## src/rtl/rua_run_ctrl.sv

```systemverilog
// Run controller for the rua core: holds the core in reset, runs it, and ends the run
// on a tohost store, a self-loop (`j .`) or a cycle-limit timeout.
module rua_run_ctrl #(
    parameter int              XLEN        = 32,
    parameter logic [XLEN-1:0] TOHOST_ADDR = 'h0000_00FC,
    parameter int              MAX_CYCLES  = 1000,
    parameter int              RESET_HOLD  = 1,
    parameter int              STALL_LIMIT = 4,
    parameter int              CNT_WIDTH   = 32
) (
    input  logic                 clk,
    input  logic                 rst,
    input  logic                 start,
    output logic                 core_rst,
    input  logic                 retire,
    input  logic [XLEN-1:0]      retire_pc,
    input  logic                 mem_we,
    input  logic [XLEN-1:0]      mem_addr,
    input  logic [XLEN-1:0]      mem_wdata,
    output logic                 running,
    output logic                 done,
    output logic                 pass,
    output logic [1:0]           reason,
    output logic [XLEN-1:0]      exit_code,
    output logic [CNT_WIDTH-1:0] cycle_cnt,
    output logic [CNT_WIDTH-1:0] retire_cnt
);
    localparam int SAME_W = $clog2(STALL_LIMIT + 1);
    localparam int HOLD_W = (RESET_HOLD > 1) ? $clog2(RESET_HOLD) : 1;

    typedef enum logic [1:0] {
        IDLE = 2'd0,
        HOLD = 2'd1,
        RUN  = 2'd2,
        DONE = 2'd3
    } state_t;

    state_t              state_reg;
    logic [XLEN-1:0]     last_pc_reg;
    logic [SAME_W-1:0]   same_cnt_reg;
    logic [HOLD_W-1:0]   hold_cnt_reg;

    logic pc_match;
    logic hit_tohost;
    logic hit_loop;
    logic hit_timeout;

    // Termination conditions look at the values registered before this RUN edge.
    assign pc_match    = retire && (retire_pc == last_pc_reg);
    assign hit_tohost  = mem_we && (mem_addr == TOHOST_ADDR);
    assign hit_loop    = pc_match && (same_cnt_reg == SAME_W'(STALL_LIMIT - 1));
    assign hit_timeout = (cycle_cnt == CNT_WIDTH'(MAX_CYCLES - 1));

    always_ff @(posedge clk or negedge rst) begin
        if (!rst) begin
            state_reg    <= IDLE;
            core_rst     <= 1'b1;
            running      <= 1'b0;
            done         <= 1'b0;
            pass         <= 1'b0;
            reason       <= 2'd0;
            exit_code    <= '0;
            cycle_cnt    <= '0;
            retire_cnt   <= '0;
            last_pc_reg  <= '0;
            same_cnt_reg <= '0;
            hold_cnt_reg <= '0;
        end else begin
            case (state_reg)
                IDLE, DONE: begin
                    if (start) begin
                        state_reg    <= HOLD;
                        core_rst     <= 1'b1;
                        running      <= 1'b0;
                        done         <= 1'b0;
                        pass         <= 1'b0;
                        reason       <= 2'd0;
                        exit_code    <= '0;
                        cycle_cnt    <= '0;
                        retire_cnt   <= '0;
                        last_pc_reg  <= '0;
                        same_cnt_reg <= '0;
                        hold_cnt_reg <= HOLD_W'(RESET_HOLD - 1);
                    end
                end
                HOLD: begin
                    if (hold_cnt_reg == '0) begin
                        state_reg <= RUN;
                        core_rst  <= 1'b0;
                        running   <= 1'b1;
                    end else begin
                        hold_cnt_reg <= hold_cnt_reg - HOLD_W'(1);
                    end
                end
                RUN: begin
                    if (cycle_cnt != '1) begin
                        cycle_cnt <= cycle_cnt + CNT_WIDTH'(1);
                    end
                    if (retire && (retire_cnt != '1)) begin
                        retire_cnt <= retire_cnt + CNT_WIDTH'(1);
                    end
                    if (pc_match) begin
                        same_cnt_reg <= same_cnt_reg + SAME_W'(1);
                    end else if (retire) begin
                        same_cnt_reg <= SAME_W'(1);
                        last_pc_reg  <= retire_pc;
                    end
                    if (hit_tohost || hit_loop || hit_timeout) begin
                        state_reg <= DONE;
                        core_rst  <= 1'b1;
                        running   <= 1'b0;
                        done      <= 1'b1;
                        if (hit_tohost) begin
                            reason    <= 2'd1;
                            exit_code <= mem_wdata >> 1;
                            pass      <= (mem_wdata == XLEN'(1));
                        end else if (hit_loop) begin
                            reason <= 2'd2;
                            pass   <= 1'b1;
                        end else begin
                            reason <= 2'd3;
                            pass   <= 1'b0;
                        end
                    end
                end
                default: begin
                    state_reg <= IDLE;
                    core_rst  <= 1'b1;
                end
            endcase
        end
    end
endmodule

```

## config.mk

```make
export PLATFORM = sky130hd
export DESIGN_NAME = rua_run_ctrl
export DESIGN_NICKNAME = d
export VERILOG_FILES = /design/src/rtl/rua_run_ctrl.sv
export SDC_FILE = /design/constraint.sdc
export NUM_CORES = 1
export LEC_CHECK = 0
export BUFFER_PORTS_ARGS = -buffer_cell sky130_fd_sc_hd__buf_4
export CAP_MARGIN = 20
export CORE_ASPECT_RATIO = 1.1
export CORE_MARGIN = 2
export CORE_UTILIZATION = 40
export DETAILED_ROUTE_END_ITERATION = 8
export SYNTH_ARGS = -nofsm -noshare
export SYNTH_HDL_FRONTEND = slang
export SYNTH_SLANG_ARGS = --single-unit
```

## constraint.sdc

```tcl
create_clock -name clk -period 3.35 [get_ports clk]
set_input_delay 0.67 -clock clk [delete_from_list [all_inputs] [get_ports clk]]
set_output_delay 0.67 -clock clk [all_outputs]
set_load 0.05 [all_outputs]
```

======== Yosys cells after proc, flatten, opt, wreduce, memory -nomap -nowiden ========
Index checks and enable logic that the tools add are counted.
word-level totals
  register bits ........................... 140
  input port bits ......................... 101
  output and inout bits ................... 102
  word-level logic and storage cells ...... 92
cells by class
  add/sub/neg operators ................... 4
  equal/unequal tests ..................... 19
  multiplexer cells ....................... 39
  reduce and logical (&&, ||, !) cells .... 18
operators with widths
  cell                                                               count
  32-bit case mux with 2 select lines                                4
  32-bit 2-to-1 mux                                                  7
  32-bit by 1-bit adder with 32-bit output, second input constant    2
  32-bit inequality test, second input constant                      2
  32-bit by 1-bit == test with 1-bit output, second input constant   1
  32-bit by 10-bit == test with 1-bit output, second input constant  1
  32-bit == test                                                     1
  32-bit by 8-bit == test with 1-bit output, second input constant   1
  2-bit inequality test, second input constant                       8
  3-bit AND reduction                                                5
  2-bit 2-to-1 mux                                                   6
  1-bit 2-to-1 mux                                                   11
  3-bit 2-to-1 mux                                                   3
  4-bit AND reduction                                                2
  1-bit case mux with 2 select lines                                 3
  1-bit case mux with 3 select lines                                 2
  2-bit case mux with 3 select lines                                 1
  3-bit case mux with 2 select lines                                 1
  2-bit == test, second input constant                               2
  1-bit logical AND                                                  4
  2-bit case mux with 2 select lines                                 1
  2-bit nonzero test                                                 2
  3-bit by 1-bit adder with 3-bit output, second input constant      1
  3-bit by 2-bit == test with 1-bit output, second input constant    1
  other kinds (7)                                                    8

======== Depth between registers and ports, before layout ========
  word-level depth ........................ 7
  depth in mapped cells ................... 10

======== Worst setup path after synthesis ========
No wires, ideal clock.
  path type ............................... reg-to-reg
  start ................................... reg cycle_cnt[0]
  end ..................................... reg cycle_cnt[29]
  library setup time ...................... 0.132 ns
  arrival time ............................ 2.417 ns
  setup slack ............................. 0.801 ns
  cell stages (with the launch flop) ...... 10
  cell sequence ........................... dfrtp_1 -> ha_1 -> and3_1 -> and3_1 -> clkbuf_1 -> and4_1 -> buf_2 -> or4b_1 -> xor2_1 -> nor2_1
on the way
  word-level cells in the longest chain between the ends .. 3
ends and longest elaborated chain
  what                                                                                RTL line  text
  start, declared                                                                     25        output logic [CNT_WIDTH-1:0] cycle_cnt,
  start signal, assigned                                                              97        cycle_cnt <= cycle_cnt + CNT_WIDTH'(1);
  32-bit by 1-bit adder with 32-bit output or 32-bit inequality test (tied branches)  97, 96
  32-bit 2-to-1 mux or 2-bit inequality test (tied branches)                          --
  32-bit case mux with 2 select lines or 3-bit AND reduction (tied branches)          --
Parallel ways exist; a longest one is shown, timed or not. The select of a mux whose other input is x is not followed.
A chain may end at the register's enable or synchronous reset.

======== Final worst setup path ========
  start ................................... reg state_reg[0]
  end ..................................... reg retire_cnt[23]
on the way
  word-level cells in the longest chain between the ends .. 4
ends and longest elaborated chain
  what                                                                          RTL line  text
  start, declared                                                               38        state_t state_reg;
  start signal, assigned                                                        56        state_reg <= IDLE;
  start signal, assigned                                                        72        state_reg <= HOLD;
  start signal, assigned                                                        88        state_reg <= RUN;
  2-bit == test or 2-bit zero test (tied branches)                              69        case (state_reg)
  2-bit OR reduction                                                            69
  2-bit inequality test (no source line) or 2-bit nonzero test (tied branches)  --
  3-bit AND reduction (no source line)                                          --
  end signal, assigned                                                          100       retire_cnt <= retire_cnt + CNT_WIDTH'(1);
  end, declared                                                                 26        output logic [CNT_WIDTH-1:0] retire_cnt
Parallel ways exist; a longest one is shown, timed or not.

==> run_summary.xml <==
<?xml version="1.0" encoding="UTF-8"?>
<metrics>
  <group name="status">
    <metric name="run_status" unit="">complete, no violations</metric>
  </group>
  <group name="place">
    <metric name="place.port_buffers" unit="">201</metric>
    <metric name="numPlacedInstances" unit="">1145</metric>
    <metric name="postPlaceCellArea" unit="sq mm">0.00878</metric>
    <metric name="preCtsSetupSlack" unit="ns">0.531</metric>
    <metric name="gpl.final_weighted_congestion" unit="">0.888</metric>
    <metric name="place_hpwl" unit="um">14000</metric>
  </group>
  <group name="global_route">
    <metric name="grtUsageTotal" unit="">0.208</metric>
    <metric name="grt_start_max_net_pins" unit="">94</metric>
    <metric name="via_count_of_the_first_global_routing_pass" unit="">6173</metric>
    <metric name="grt_antenna_before_repair" unit="">0</metric>
    <metric name="global_route_wire_length_before_repair" unit="um">31100</metric>
    <metric name="grt.overflow.total" unit="">0</metric>
  </group>
  <group name="floorplanning">
    <metric name="initial_core_util" unit="">0.412</metric>
    <metric name="boundaryPins" unit="">203</metric>
    <metric name="die-height" unit="um">143</metric>
    <metric name="dieWidth" unit="um">131</metric>
    <metric name="die_area" unit="sq mm">0.0187</metric>
    <metric name="rows" unit="">50</metric>
    <metric name="core" unit="sq mm">0.0171</metric>
  </group>
  <group name="sta">
    <metric name="final_hold_viol_count" unit="">0</metric>
    <metric name="grt_setup_unrepaired" unit="">false</metric>
    <metric name="normalized_max_slew_margin" unit="">0.495</metric>
    <metric name="final.setup.worst_slack" unit="ns">0.590</metric>
    <metric name="fmax" unit="GHz">0.362</metric>
    <metric name="timing.final.max_slew_violations" unit="">0</metric>
    <metric name="layout_min_cycle_time" unit="ns">2.76</metric>
    <metric name="finalCritPeriodShare" unit="">0.824</metric>
    <metric name="worst_pin_slew" unit="ns">0.751</metric>
    <metric name="clock_skew" unit="ns">0.00759</metric>
    <metric name="finalSetupViolCount" unit="">0</metric>
    <metric name="final.setup.tns" unit="ns">0</metric>
    <metric name="fin_worst_hold_slack" unit="ns">0.183</metric>
  </group>
  <group name="synthesis">
    <metric name="synth_sequential_area_ratio" unit="">0.489</metric>
    <metric name="postSynthAreaPerCell" unit="sq um">9.56</metric>
    <metric name="synth_cell_types" unit="">58</metric>
    <metric name="synth_area" unit="sq mm">0.00706</metric>
    <metric name="ys_warn_count" unit="">0</metric>
    <metric name="ys_async_sr_fraction" unit="">1.00</metric>
    <metric name="synth_enable_flop_cells" unit="">0</metric>
    <metric name="postSynth.topFlopCell" unit="">dfrtp_1</metric>
    <metric name="post_synth_inst_count" unit="">739</metric>
    <metric name="synthesis.nets" unit="">847</metric>
    <metric name="yosys_register_bits" unit="">138</metric>
  </group>
  <group name="clocking">
    <metric name="clock_sink_count" unit="">138</metric>
    <metric name="cts_resized" unit="">0</metric>
    <metric name="cts_root_buffer" unit="">clkbuf_16</metric>
    <metric name="clock_latency" unit="ns">0.41</metric>
    <metric name="cts.clk_slew.worst_paths" unit="ns">0.06</metric>
    <metric name="tritoncts" unit="">built</metric>
    <metric name="cts_buffers" unit="">17</metric>
    <metric name="cts.hold.buffers_added" unit="">0</metric>
    <metric name="cts.path.max_buffers" unit="">2</metric>
    <metric name="ctsHtreeMaxLevel" unit="">4</metric>
    <metric name="post_cts.repair.setup_buffers" unit="">0</metric>
  </group>
  <group name="layout">
    <metric name="num-fill-cells" unit="">1608</metric>
    <metric name="num_antenna_cells" unit="">0</metric>
    <metric name="finish.cell_count_without_fillers" unit="">1176</metric>
    <metric name="area_delta_synth_final" unit="%">32.5</metric>
    <metric name="final_instance_area" unit="sq mm">0.00936</metric>
    <metric name="share_of_post_route_cells_with_drive_strength_above_1" unit="">0.278</metric>
    <metric name="number_of_nets_at_the_end_of_the_flow" unit="">1038</metric>
  </group>
  <group name="power_and_ir_drop">
    <metric name="power.leakage" unit="nW">4.38</metric>
    <metric name="vdd_ir_drop_max" unit="mV">0.445</metric>
    <metric name="power_density" unit="mW/mm^2">659</metric>
  </group>
  <group name="worst_hold_path">
    <metric name="holdCritPathClass" unit="">in2async</metric>
  </group>
  <group name="detailed_routing">
    <metric name="drtPass1Iterations" unit="">5</metric>
    <metric name="drtIter0Drc" unit="">387</metric>
    <metric name="count_of_unresolved_drc_violations_after_routing" unit="">0</metric>
    <metric name="avgRoutedWirePerCell" unit="um">16.5</metric>
    <metric name="detail-route-antenna-nets" unit="">0</metric>
    <metric name="totalWireLength" unit="um">19400</metric>
    <metric name="vias_per_std_cell" unit="">5.42</metric>
    <metric name="route.vias.total" unit="">6369</metric>
  </group>
  <group name="worst_setup_path">
    <metric name="timing.rr.start" unit="">state_reg[0]</metric>
    <metric name="critical_path.startpoint_type" unit="">flip-flop</metric>
    <metric name="crit_path_top_delay_cell" unit="">nor4_2</metric>
    <metric name="crit_fanout" unit="">16</metric>
    <metric name="timing.critical_path.required" unit="ns">3.63</metric>
    <metric name="regToRegSetupSlack" unit="ns">0.59</metric>
    <metric name="worst-r2r-cell-count" unit="">8</metric>
    <metric name="crit_chain" unit="">inv_1, ha_2, mux2_2, o21ai_2, nor4_2, nand3_1, xor2_1, nor2_1</metric>
    <metric name="setup_crit_end_kind" unit="">flip-flop</metric>
    <metric name="timing.rr.end" unit="">retire_cnt[23]</metric>
    <metric name="max_stage_delay" unit="ns">0.73</metric>
    <metric name="arrival" unit="ns">3.04</metric>
    <metric name="critPathKind" unit="">reg2reg</metric>
  </group>
  <group name="run">
    <metric name="maximum_capacitance_violations" unit="">0</metric>
  </group>
</metrics>
==> power by group <==
group | switching (mW) | internal, mW | total [mW]
logic | 1.41 | 0.704 | 2.12
clock network | 0.688 | 1.16 | 1.85
registers | 0.220 | 1.98 | 2.20
total | 2.32 | 3.84 | 6.17
==> placed cells by master (no fill, tap or decap), types with 2 or more instances in the layout <==
| master | n |
|---|---|
| buf_4 | 209 |
| dfrtp_1 | 137 |
| nand2_1 | 109 |
| nor2_1 | 55 |
| o21ai_0 | 51 |
| xor2_1 | 51 |
| nor4_1 | 38 |
| a22o_1 | 37 |
| nand3_1 | 30 |
| nand4_1 | 26 |
| xnor2_1 | 19 |
| clkbuf_16 | 17 |
| and3_1 | 15 |
| nor3_1 | 13 |
| a21oi_1 | 12 |
| inv_1 | 12 |
| and4_1 | 9 |
| o21ai_1 | 8 |
| nor4b_1 | 7 |
| or3_1 | 7 |
| clkinv_2 | 7 |
| mux2i_1 | 6 |
| ha_1 | 6 |
| or4_1 | 4 |
| o31ai_1 | 4 |
| clkbuf_8 | 4 |
| nand2b_1 | 2 |
| a21o_1 | 2 |
| o2bb2ai_1 | 2 |
| or4b_1 | 2 |
| or2_2 | 2 |
| and4_2 | 2 |
| a31oi_1 | 2 |
| mux2_2 | 2 |
| nor2_2 | 2 |
| bufinv_16 | 2 |
==> synth_stat cells (all sizes together), types with 2 or more instances <==
library cell	number	share of area
or2	2	0.0018
nand2b	2	0.0018
or3	8	0.0078
nor2	57	0.030
xnor2	19	0.024
mux2	2	0.0032
a21oi	12	0.0085
buf	15	0.015
o2bb2ai	2	0.0025
a31oi	2	0.0018
nor4b	7	0.0087
nor4	39	0.035
nand4	27	0.025
dfrtp	137	0.49
inv	12	0.0064
o21ai	60	0.043
and4	12	0.016
a22o	37	0.046
and2	2	0.0019
a21o	2	0.0021
and3	15	0.013
or4b	2	0.0028
xor2	51	0.063
nor3	14	0.011
nand3	30	0.021
nand2	110	0.060
clkbuf	24	0.013
o31ai	5	0.0053
ha	7	0.012
mux2i	6	0.0085
or4	4	0.0043
==> cell families after synthesis <==
logic type	synth area share
buffers and inverters	0.0345
multiplexers	0.0117
AO/OA/AOI/OAI	0.118
flip-flops	0.489
XOR/XNOR	0.0868
AND/OR/NAND/NOR	0.247
adder cells (fa/ha/maj)	0.0124
other	0.000531
==> critical path: cells and delay by family (launching register included) <==
family,cells,cell delay [ns]
simple gates,3,0.99
mux,1,0.46
flops,1,0.40
fa+ha+maj,1,0.30
compound gates,1,0.20
xor+xnor,1,0.18
buf+inv,1,0.10
==> cell type report <==
| cell class | count | area [sq um] | area share |
|---|---|---|---|
| inverter | 12 | 45.0 | 0.00481 |
| sequential | 138 | 3450 | 0.369 |
| clock buffer | 22 | 484 | 0.0517 |
| timing repair buffer | 211 | 1600 | 0.171 |
| tap | 234 | 293 | 0.0313 |
| clock inverter | 9 | 95.1 | 0.0102 |
| multi-input combinational | 550 | 3390 | 0.362 |
==> worst max-delay path by stage <==
stage,from,end,slack [ns],depth (start not counted)
2_1_floorplan,cycle_cnt[0],cycle_cnt[29],0.80,9
3_3_place_gp,retire_pc[20],running,0.58,7
3_5_place_dp,retire_pc[20],running,0.53,7
4_1_cts,state_reg[0],retire_cnt[31],0.62,8
5_1_grt,state_reg[0],retire_cnt[23],0.38,8
6_report,state_reg[0],retire_cnt[23],0.59,8
==> per-layer routing <==
metal | routed length [um] | part of all wire | global-route usage | vias up
li1 | - | - | - | 3036
met1 | 8630 | 0.45 | 0.280 | 3129
met2 | 9360 | 0.48 | 0.337 | 180
met3 | 1050 | 0.054 | 0.0417 | 24
met4 | 344 | 0.018 | 0.0705 | 0
met5 | 0 | 0 | 0 | -
==> stage by stage <==
| stage | util | power [mW] |
|---|---|---|
| after floorplan | - | 3.70 |
| after global placement | 0.512 | 4.31 |
| after detailed placement | 0.512 | 4.36 |
| after CTS | 0.546 | 6.22 |
| after global routing | 0.546 | 6.51 |
| final | 0.546 | 6.17 |
(Power assumes the default switching activity.)
